==> src/rtl/sha512_pkg.sv <==
// Shared SHA-512 constants, the padder state type and a length-block helper.
package sha512_pkg;

    localparam int unsigned SHA512_BLOCK_W       = 1024;
    localparam int unsigned SHA512_WORD_W        = 32;
    localparam int unsigned SHA512_WORDS_PER_BLK = 32;
    localparam int unsigned SHA512_LEN_W         = 128;
    localparam logic [31:0] SHA512_PAD_WORD      = 32'h8000_0000;

    typedef enum logic [0:0] {
        S_FILL = 1'b0,
        S_EMIT = 1'b1
    } sha512_pad_state_e;

    // Trailing block holding only the length (and optionally the 0x80 marker in slot 0).
    function automatic logic [SHA512_BLOCK_W-1:0] sha512_len_block(
        input logic [63:0] len,
        input logic        pad_first
    );
        logic [SHA512_BLOCK_W-1:0] b;
        b = '0;
        if (pad_first) begin
            b[SHA512_BLOCK_W-1 -: SHA512_WORD_W] = SHA512_PAD_WORD;
        end
        b[SHA512_LEN_W-1:0] = {64'd0, len};
        return b;
    endfunction

endpackage

==> src/rtl/sha512_msg_padder.sv <==
// Packs a 32-bit word stream big-endian into 1024-bit SHA-512 blocks and
// appends FIPS 180-4 padding with a length field offset by LEN_OFFSET bits.
module sha512_msg_padder
    import sha512_pkg::*;
#(
    parameter logic [63:0] LEN_OFFSET = 64'd1024
) (
    input  logic                      clk,
    input  logic                      reset,
    input  logic [SHA512_WORD_W-1:0]  msg_word,
    input  logic                      msg_valid,
    input  logic                      msg_last,
    output logic                      msg_ready,
    output logic [SHA512_BLOCK_W-1:0] blk_data,
    output logic                      blk_valid,
    output logic                      blk_last,
    input  logic                      blk_ready,
    output logic                      busy
);

    sha512_pad_state_e         state_q, state_d;
    logic [4:0]                wcnt_q, wcnt_d;
    logic [63:0]               len_q, len_d, len_inc;
    logic [1:0]                extra_q, extra_d;
    logic [SHA512_BLOCK_W-1:0] blk_q, blk_d, fill_blk;
    logic                      blk_last_q, blk_last_d;
    logic                      busy_q, busy_d;
    logic [SHA512_WORD_W-1:0]  buf_q [SHA512_WORDS_PER_BLK];
    logic [5:0]                nslot;
    logic                      word_acc;
    logic [SHA512_WORD_W-1:0]  slot_w;

    assign msg_ready = reset && (state_q == S_FILL);
    assign blk_valid = (state_q == S_EMIT);
    assign blk_data  = blk_q;
    assign blk_last  = blk_last_q;
    assign busy      = busy_q;

    assign word_acc  = msg_valid && msg_ready;
    assign nslot     = {1'b0, wcnt_q} + 6'd1;
    assign len_inc   = len_q + 64'd32;

    // Compose the outgoing block from buffered words, the incoming word and padding.
    always_comb begin
        fill_blk = '0;
        slot_w   = '0;
        for (int unsigned i = 0; i < SHA512_WORDS_PER_BLK; i++) begin
            slot_w = '0;
            if (i < 32'(wcnt_q)) begin
                slot_w = buf_q[i];
            end else if (i == 32'(wcnt_q)) begin
                slot_w = msg_word;
            end else if (msg_last && (i == 32'(nslot))) begin
                slot_w = SHA512_PAD_WORD;
            end
            fill_blk[SHA512_BLOCK_W-1-SHA512_WORD_W*i -: SHA512_WORD_W] = slot_w;
        end
        if (msg_last && (nslot <= 6'd27)) begin
            fill_blk[SHA512_LEN_W-1:0] = {64'd0, len_inc};
        end
    end

    // Next-state logic for fill/emit sequencing and trailing-block generation.
    always_comb begin
        state_d    = state_q;
        wcnt_d     = wcnt_q;
        len_d      = len_q;
        extra_d    = extra_q;
        blk_d      = blk_q;
        blk_last_d = blk_last_q;
        busy_d     = busy_q;
        case (state_q)
            S_FILL: begin
                if (word_acc) begin
                    busy_d = 1'b1;
                    len_d  = len_inc;
                    wcnt_d = wcnt_q + 5'd1;
                    if (msg_last) begin
                        state_d = S_EMIT;
                        wcnt_d  = '0;
                        blk_d   = fill_blk;
                        if (nslot <= 6'd27) begin
                            blk_last_d = 1'b1;
                            extra_d    = 2'd0;
                        end else if (nslot <= 6'd31) begin
                            blk_last_d = 1'b0;
                            extra_d    = 2'd1;
                        end else begin
                            blk_last_d = 1'b0;
                            extra_d    = 2'd2;
                        end
                    end else if (wcnt_q == 5'd31) begin
                        state_d    = S_EMIT;
                        wcnt_d     = '0;
                        blk_d      = fill_blk;
                        blk_last_d = 1'b0;
                        extra_d    = 2'd0;
                    end
                end
            end
            S_EMIT: begin
                if (blk_ready) begin
                    if (extra_q != 2'd0) begin
                        blk_d      = sha512_len_block(len_q, extra_q == 2'd2);
                        blk_last_d = 1'b1;
                        extra_d    = 2'd0;
                    end else begin
                        state_d = S_FILL;
                        if (blk_last_q) begin
                            len_d      = LEN_OFFSET;
                            wcnt_d     = '0;
                            busy_d     = 1'b0;
                            blk_last_d = 1'b0;
                        end
                    end
                end
            end
            default: begin
                state_d = S_FILL;
            end
        endcase
    end

    // Control and output registers.
    always_ff @(posedge clk or negedge reset) begin
        if (!reset) begin
            state_q    <= S_FILL;
            wcnt_q     <= '0;
            len_q      <= LEN_OFFSET;
            extra_q    <= '0;
            blk_q      <= '0;
            blk_last_q <= 1'b0;
            busy_q     <= 1'b0;
        end else begin
            state_q    <= state_d;
            wcnt_q     <= wcnt_d;
            len_q      <= len_d;
            extra_q    <= extra_d;
            blk_q      <= blk_d;
            blk_last_q <= blk_last_d;
            busy_q     <= busy_d;
        end
    end

    // Word buffer: each accepted word lands in its slot.
    always_ff @(posedge clk or negedge reset) begin
        if (!reset) begin
            for (int unsigned i = 0; i < SHA512_WORDS_PER_BLK; i++) begin
                buf_q[i] <= '0;
            end
        end else if (word_acc) begin
            buf_q[wcnt_q] <= msg_word;
        end
    end

endmodule
==> config.mk <==
export PLATFORM = sky130hd
export DESIGN_NAME = sha512_msg_padder
export DESIGN_NICKNAME = d
export VERILOG_FILES = /design/src/rtl/sha512_pkg.sv /design/src/rtl/sha512_msg_padder.sv
export SDC_FILE = /design/constraint.sdc
export NUM_CORES = 2
export LEC_CHECK = 0
export BUFFER_PORTS_ARGS = -buffer_cell sky130_fd_sc_hd__buf_2
export CAP_MARGIN = 20
export CORE_AREA = 5 5 406 408
export CTS_CLUSTER_SIZE = 12
export DETAILED_ROUTE_END_ITERATION = 10
export DIE_AREA = 0 0 411 413
export PLACE_DENSITY = 0.78
export SYNTH_ARGS = -nofsm -noshare
export SYNTH_HDL_FRONTEND = slang
export SYNTH_SLANG_ARGS = --single-unit
export TNS_END_PERCENT = 20
==> constraint.sdc <==
create_clock -name clk -period 8 [get_ports clk]
set_input_delay 0 -clock clk [delete_from_list [all_inputs] [get_ports clk]]
set_output_delay 0 -clock clk [all_outputs]
set_load 0.01 [all_outputs]
=== Word-level counts from Yosys, hierarchy flattened ===
Cells that the tools add are included.

* Bits in registers: 2122
* Bits in latches: 0
* Bits in writable memories: 0
* ROM bits: 0
* Input bits: 37
* Output and inout port bits: 1028
* Word-level logic and storage cells: 334
* Memories: 0

* $add $sub $neg: 3
* Multiply operators: 0
* Divide/modulo/power cells: 0
* Order comparisons: 35
* Equal/unequal tests: 70
* Shifts and indexed selects: 0
* Muxes and demuxes: 143
* Bitwise logic cells: 2
* Reduce and logical (&&, ||, !) cells: 42

{| class="wikitable"
|+ Operators with widths
! operator !! count
|-
| two-way mux 1024 bit || 5
|-
| two-way mux 32 bit || 97
|-
| one-hot mux 1024 bit (2 select lines) || 1
|-
| bitwise mux 1024 bit || 1
|-
| two-way mux 64 bit || 4
|-
| demux 32 bit (select 5 bit) || 1
|-
| two-way mux 128 bit || 1
|-
| one-hot mux 64 bit (2 select lines) || 1
|-
| equality test 5 x 6 -> 1 bit (first input constant) || 16
|-
| equality test 5 bit (first input constant) || 16
|-
| less-than comparator 5 bit (first input constant) || 15
|-
| adder 64 x 6 -> 64 bit (second input constant) || 1
|-
| equality test 4 x 6 -> 1 bit (first input constant) || 8
|-
| equality test 4 x 5 -> 1 bit (first input constant) || 8
|-
| less-than comparator 4 x 5 -> 1 bit (first input constant) || 8
|-
| logical AND 1 bit || 36
|-
| two-way mux 5 bit || 6
|-
| equality test 3 x 6 -> 1 bit (first input constant) || 4
|-
| equality test 3 x 5 -> 1 bit (first input constant) || 4
|-
| less-than comparator 3 x 5 -> 1 bit (first input constant) || 4
|-
| two-way mux 1 bit || 14
|-
| two-way mux 2 bit || 7
|-
| equality test 2 x 6 -> 1 bit (first input constant) || 2
|-
| less-or-equal comparator 6 x 5 -> 1 bit (second input constant) || 2
|-
| 24 further kinds || 33
|}

=== Longest topological paths before layout ===
* Word-level depth: 11
* Depth in mapped cells: 14
* Depth with buffers taken out: 9

=== Worst setup path before layout ===
OpenSTA, ideal clock, no wires.

* Path type: reg2reg
* Start point: reg wcnt_q[2]
* End point: reg blk_q[165] (netlist: blk_data[165])
* Arrival: 2.758 ns
* Required time: 7.923 ns
* Path slack: 5.165 ns
* Stages on the path, launching flop included: 15
* Buffers on the path: 7
* Period minus slack after synthesis: 2.835 ns
* Cell sequence: dfrtp_1 > buf_2 > buf_2 > buf_2 > buf_4 > and3_1 > ha_1 > nor2_1 > o21ai_1 > o21ai_1 > buf_2 > clkbuf_1 > clkbuf_1 > nand2_1 > o21ai_1

* Word-level cells in the longest chain between the ends: 7
* Elaborated cells on any way between the ends: 11
* Classes of those cells: order compare: 1; eq/ne: 3; mux: 6; reduce/logical: 1

{| class="wikitable"
|+ Ends and longest elaborated chain
! item !! RTL line !! RTL
|-
| start, declared || sha512_msg_padder.sv:22 || <nowiki>logic [4:0] wcnt_q, wcnt_d;</nowiki>
|-
| start signal, assigned || sha512_msg_padder.sv:136 || <nowiki>wcnt_q <= wcnt_d;</nowiki>
|-
| parallel branches: the longest is 7 deep, another holds less-than comparator 5 bit || - ||
|-
| end signal, assigned || sha512_msg_padder.sv:139 || <nowiki>blk_q <= blk_d;</nowiki>
|-
| end, declared || sha512_msg_padder.sv:25 || <nowiki>logic [SHA512_BLOCK_W-1:0] blk_q, blk_d, fill_blk;</nowiki>
|}

Several ways; the timed one is not identified. The select of a mux whose other input is x is not followed.
A chain may end at the register's enable or synchronous reset.

=== Worst setup path after layout ===
* Start point: reg wcnt_q[1]
* End point: reg blk_q[833] (netlist: blk_data[833])

* Word-level cells in the longest chain between the ends: 7
* Elaborated cells on any way between the ends: 11
* Classes of those cells: order compare: 1; eq/ne: 3; mux: 6; reduce/logical: 1

{| class="wikitable"
|+ Ends and longest elaborated chain
! item
|-
| parallel branches: the longest is 7 deep, another holds less-than comparator 3 x 5 -> 1 bit
|}

Several ways; the timed one is not identified. The select of a mux whose other input is x is not followed.

==> results summary <==
The number of flops mapped to enable cells by yosys is 0. VDD sags by at most 0.235 mV. Across all setup checks in the final design, the least slack found is 3.02 ns. The weighted congestion at the end of routability-driven global placement came out at 0.914.

The clock transition at the registers of the reported paths is 0.06 ns. In this run the static leakage power is 49.7 nW. In this run the count of I/O pins placed on the die edge is 1065. At the end of the flow, the number of nets in the layout was 8851. The total of endpoints with negative setup slack in the final report came out at 0. The clock skew after layout came out at 0.0440 ns. Entering global routing, the biggest net connects 236 pins. The number of global-route vias before repair came to 72486. For this configuration, the core starts out at a cell density of 55.4%. The worst setup path is captured at a flip-flop. The category of the most critical setup path is reg -> reg. The worst setup path is launched from a flip-flop. The distinct cell type count after synthesis is 85. The run finished with clean final reports.

The data arrival time of the critical path is 5.72 ns. The tightest hold path in the finished design has a slack of 0.110 ns. The area added between synthesis and finish came out at 15.3%.

Clock tree synthesis selected as its root buffer the cell sky130_fd_sc_hd__clkbuf_16. The fraction of synthesis flops using an asynchronous set or reset pin came out at 100%. The post-CTS resize count came out at 0. The number of design-rule violations left by the first detailed-router iteration is 9265. The number of clock buffers added by TritonCTS is 208. The fraction of final layout cells sized beyond drive strength 1 came out at 29.2%. The number of buffers on the longest clock path came out at 3. The detailed-router iteration count before antenna repair is 9.

For the pin with the worst max-slew slack, the measured transition is 1.32 ns. The count of H-tree levels built during CTS is 4. The area of the core region came out at 161000 sq um. The final global-route overflow total came out at 0. The number of cells produced by synthesis came out at 8170. The die footprint is 170000 sq um. When the netlist entered floorplanning its net count stood at 8215. The total global routing track utilization is 38.6%. The post-route setup TNS came out at 0 ns. Setup repair after global routing left no endpoint under its margin. The routed design could run at a clock period as short as 4.98 ns. The reported max-cap violation count is 0. The portion of the clock cycle consumed by the worst path in the final layout is 62.2%. The register bit total from synthesis came out at 2085. The multi-input combinational cells in the finished layout cover a total of 34200 sq um. In this run, placement finished with an instance count of 10721. The count of input and output buffers is 1064.

The total number of clock tree sinks came out at 2085. Along the worst path, the maximum fanout reaches 95. The storage element area is 52200 sq um. The most used flip-flop cell after synthesis is sky130_fd_sc_hd__dfrtp_1. The number of nets still failing antenna checks after routing came out at 0.

The horizontal die dimension came out at 411 microns. During synthesis, Yosys emitted a total of 0 warnings. The final route contains 73719 vias. After legalization and detailed placement, the total HPWL measured 208000 microns.

The final cell count without fillers is 11106. The height of the chip is 413 microns. TritonCTS built the clock tree. The hold violation total from the final report is 0. The setup slack after placement came out at 2.92 ns. The type of the most critical hold path is in -> reg.

The via-per-instance ratio came out at 6.64. The clock latency on the worst-skew pair is 0.88 ns. The worst slew margin relative to its limit is 11.9%.

The number of standard-cell rows in the floorplan is 148. The synthesized netlist occupies a cell area of 89400 sq um. The fill cell total of the finished layout came out at 12305.

In this run the power density over the cells is 228 nW/um^2. The average cell area after synthesis is 10.9 sq um. The number of antenna violations at the first check in global routing came to 16. The final number of max-transition violations came out at 0. The required time of the critical path is 8.74 ns. The post-detailed-routing wire length came out at 336000 microns. The first global-routing pass estimated 485000 microns of wire. The post-synthesis sequential area ratio came out at 58.4%.

The average wire per cell in the routed design came out at 30.3 microns. The post-detailed-route DRC marker count is 0. The peak clock frequency supported by timing is 201 MHz.
final timing paths:
path | start | endpoint | slack [ns] | depth (start not counted)
min reg2reg | blk_data[1018] | blk_data[1018] | 0.47 | 2
min in group asynchronous | reset | blk_data[504] | 0.39 | 4
max | wcnt_q[1] | blk_data[833] | 3.02 | 13
min | msg_word[2] | blk_data[2] | 0.11 | 4
max in group asynchronous | reset | blk_data[557] | 4.22 | 7
max reg2reg | wcnt_q[1] | blk_data[833] | 3.02 | 13
timing repair:
| action | 4_1_cts | 5_1_grt |
|---|---|---|
| hold buffers | 40 | 0 |
| endpoints found under the setup margin | 0 | 0 |
| hold endpoints to repair | 1159 | 0 |
| buffers inserted | 0 | 0 |
area by class of cell:
class | count | share of cell area (%)
Clock buffer | 294 | 5.68
Timing Repair Buffer | 1273 | 7.19
Antenna cell | 5 | 0.0121
Clock inverter | 36 | 0.571
Tap cell | 2175 | 2.64
Inverter | 25 | 0.0910
Sequential cell | 2085 | 50.6
Multi-Input combinational cell | 5213 | 33.2
stage by stage:
| stage | power [mW] | cell area (sq um) | util [%] |
|---|---|---|---|
| 2_1_floorplan | 12.8 | 89400 | - |
| 3_3_place_gp | 14.1 | 96000 | 59.5 |
| 3_5_place_dp | 14.2 | 96000 | 59.5 |
| 4_1_cts | 23.5 | 103000 | 63.8 |
| 5_1_grt | 24.3 | 103000 | 63.9 |
| 6_report | 23.5 | 103000 | 63.9 |
worst max-delay path: stages (launching register included):
cell and delay [ns]:
sky130_fd_sc_hd__dfrtp_1 0.59, sky130_fd_sc_hd__ha_1 0.46, sky130_fd_sc_hd__and3_1 0.26, sky130_fd_sc_hd__ha_1 0.17, sky130_fd_sc_hd__buf_4 0.23, sky130_fd_sc_hd__nor2_1 0.36, sky130_fd_sc_hd__o21ai_1 0.22, sky130_fd_sc_hd__buf_4 0.26
sky130_fd_sc_hd__o21ai_4 0.13, sky130_fd_sc_hd__buf_4 0.84, sky130_fd_sc_hd__buf_4 0.63, sky130_fd_sc_hd__buf_16 0.33, sky130_fd_sc_hd__nand2_1 0.10, sky130_fd_sc_hd__o21ai_0 0.11
routing by layer:
layer	global-route usage, %	up-vias	wire length, microns
li1	-	30166	-
met1	49.6	37343	122000
met2	56.9	5000	146000
met3	10.9	1204	40100
met4	26.4	6	28000
met5	0	-	34
placed cells by master, fill, tap and decap left out, drive strengths merged, types with 10 or more instances in the layout:
cell type and instances:
and3 194, or3 21, nand3 73, o22ai 15, nand2b 15, nor2b 10, a311oi 12, a21oi 424
and2 19, nor4 17, a22oi 581, a32oi 34, mux2 992, clkinv 24, clkbuf 294, a221oi 29
dfrtp 2084, xor2 12, inv 28, nor3 109, nand4 26, buf 1234, a31oi 26, nor2 196
o21ai 1050, a21o 35, nand2 1133, dlygate4sd3 39, a211oi 12, o31ai 42
power breakdown:
group	internal, mW	total, mW	switching (mW)
registers	11.1	11.5	0.424
logic	0.742	2.57	1.83
clock network	5.26	9.45	4.19
total	17.1	23.5	6.44
cells by family after synthesis:
logic type	after synthesis	synth area share (%)
buffers and inverters	872	3.89
AND/OR/NAND/NOR	1835	9.05
multiplexers	995	12.5
flip-flops	2085	58.4
AO/OA/AOI/OAI	2354	15.9
adder cells (fa/ha/maj)	8	0.112
XOR/XNOR	21	0.206
synth_stat cells (108+ instances only):
library cell,n,share of area (%)
sky130_fd_sc_hd__nor3_1,108,0.60
sky130_fd_sc_hd__a22oi_1,581,4.9
sky130_fd_sc_hd__nand2_1,1133,4.8
sky130_fd_sc_hd__buf_2,148,0.83
sky130_fd_sc_hd__clkbuf_1,653,2.7
sky130_fd_sc_hd__dfrtp_1,2084,58
sky130_fd_sc_hd__o21ai_0,813,4.6
sky130_fd_sc_hd__o21ai_1,237,1.3
sky130_fd_sc_hd__and3_1,194,1.4
sky130_fd_sc_hd__mux2_2,990,12
sky130_fd_sc_hd__nor2_1,195,0.82
sky130_fd_sc_hd__a21oi_1,424,2.4
state kept, by name (all words and copies together) (netlist names):
name       flops
blk_valid      1
blk_data    1024
extra_q        2
buf_q        992
blk_last       1
wcnt_q         5
len_q         59
busy           1
Power figures use the tool's default switching activity.
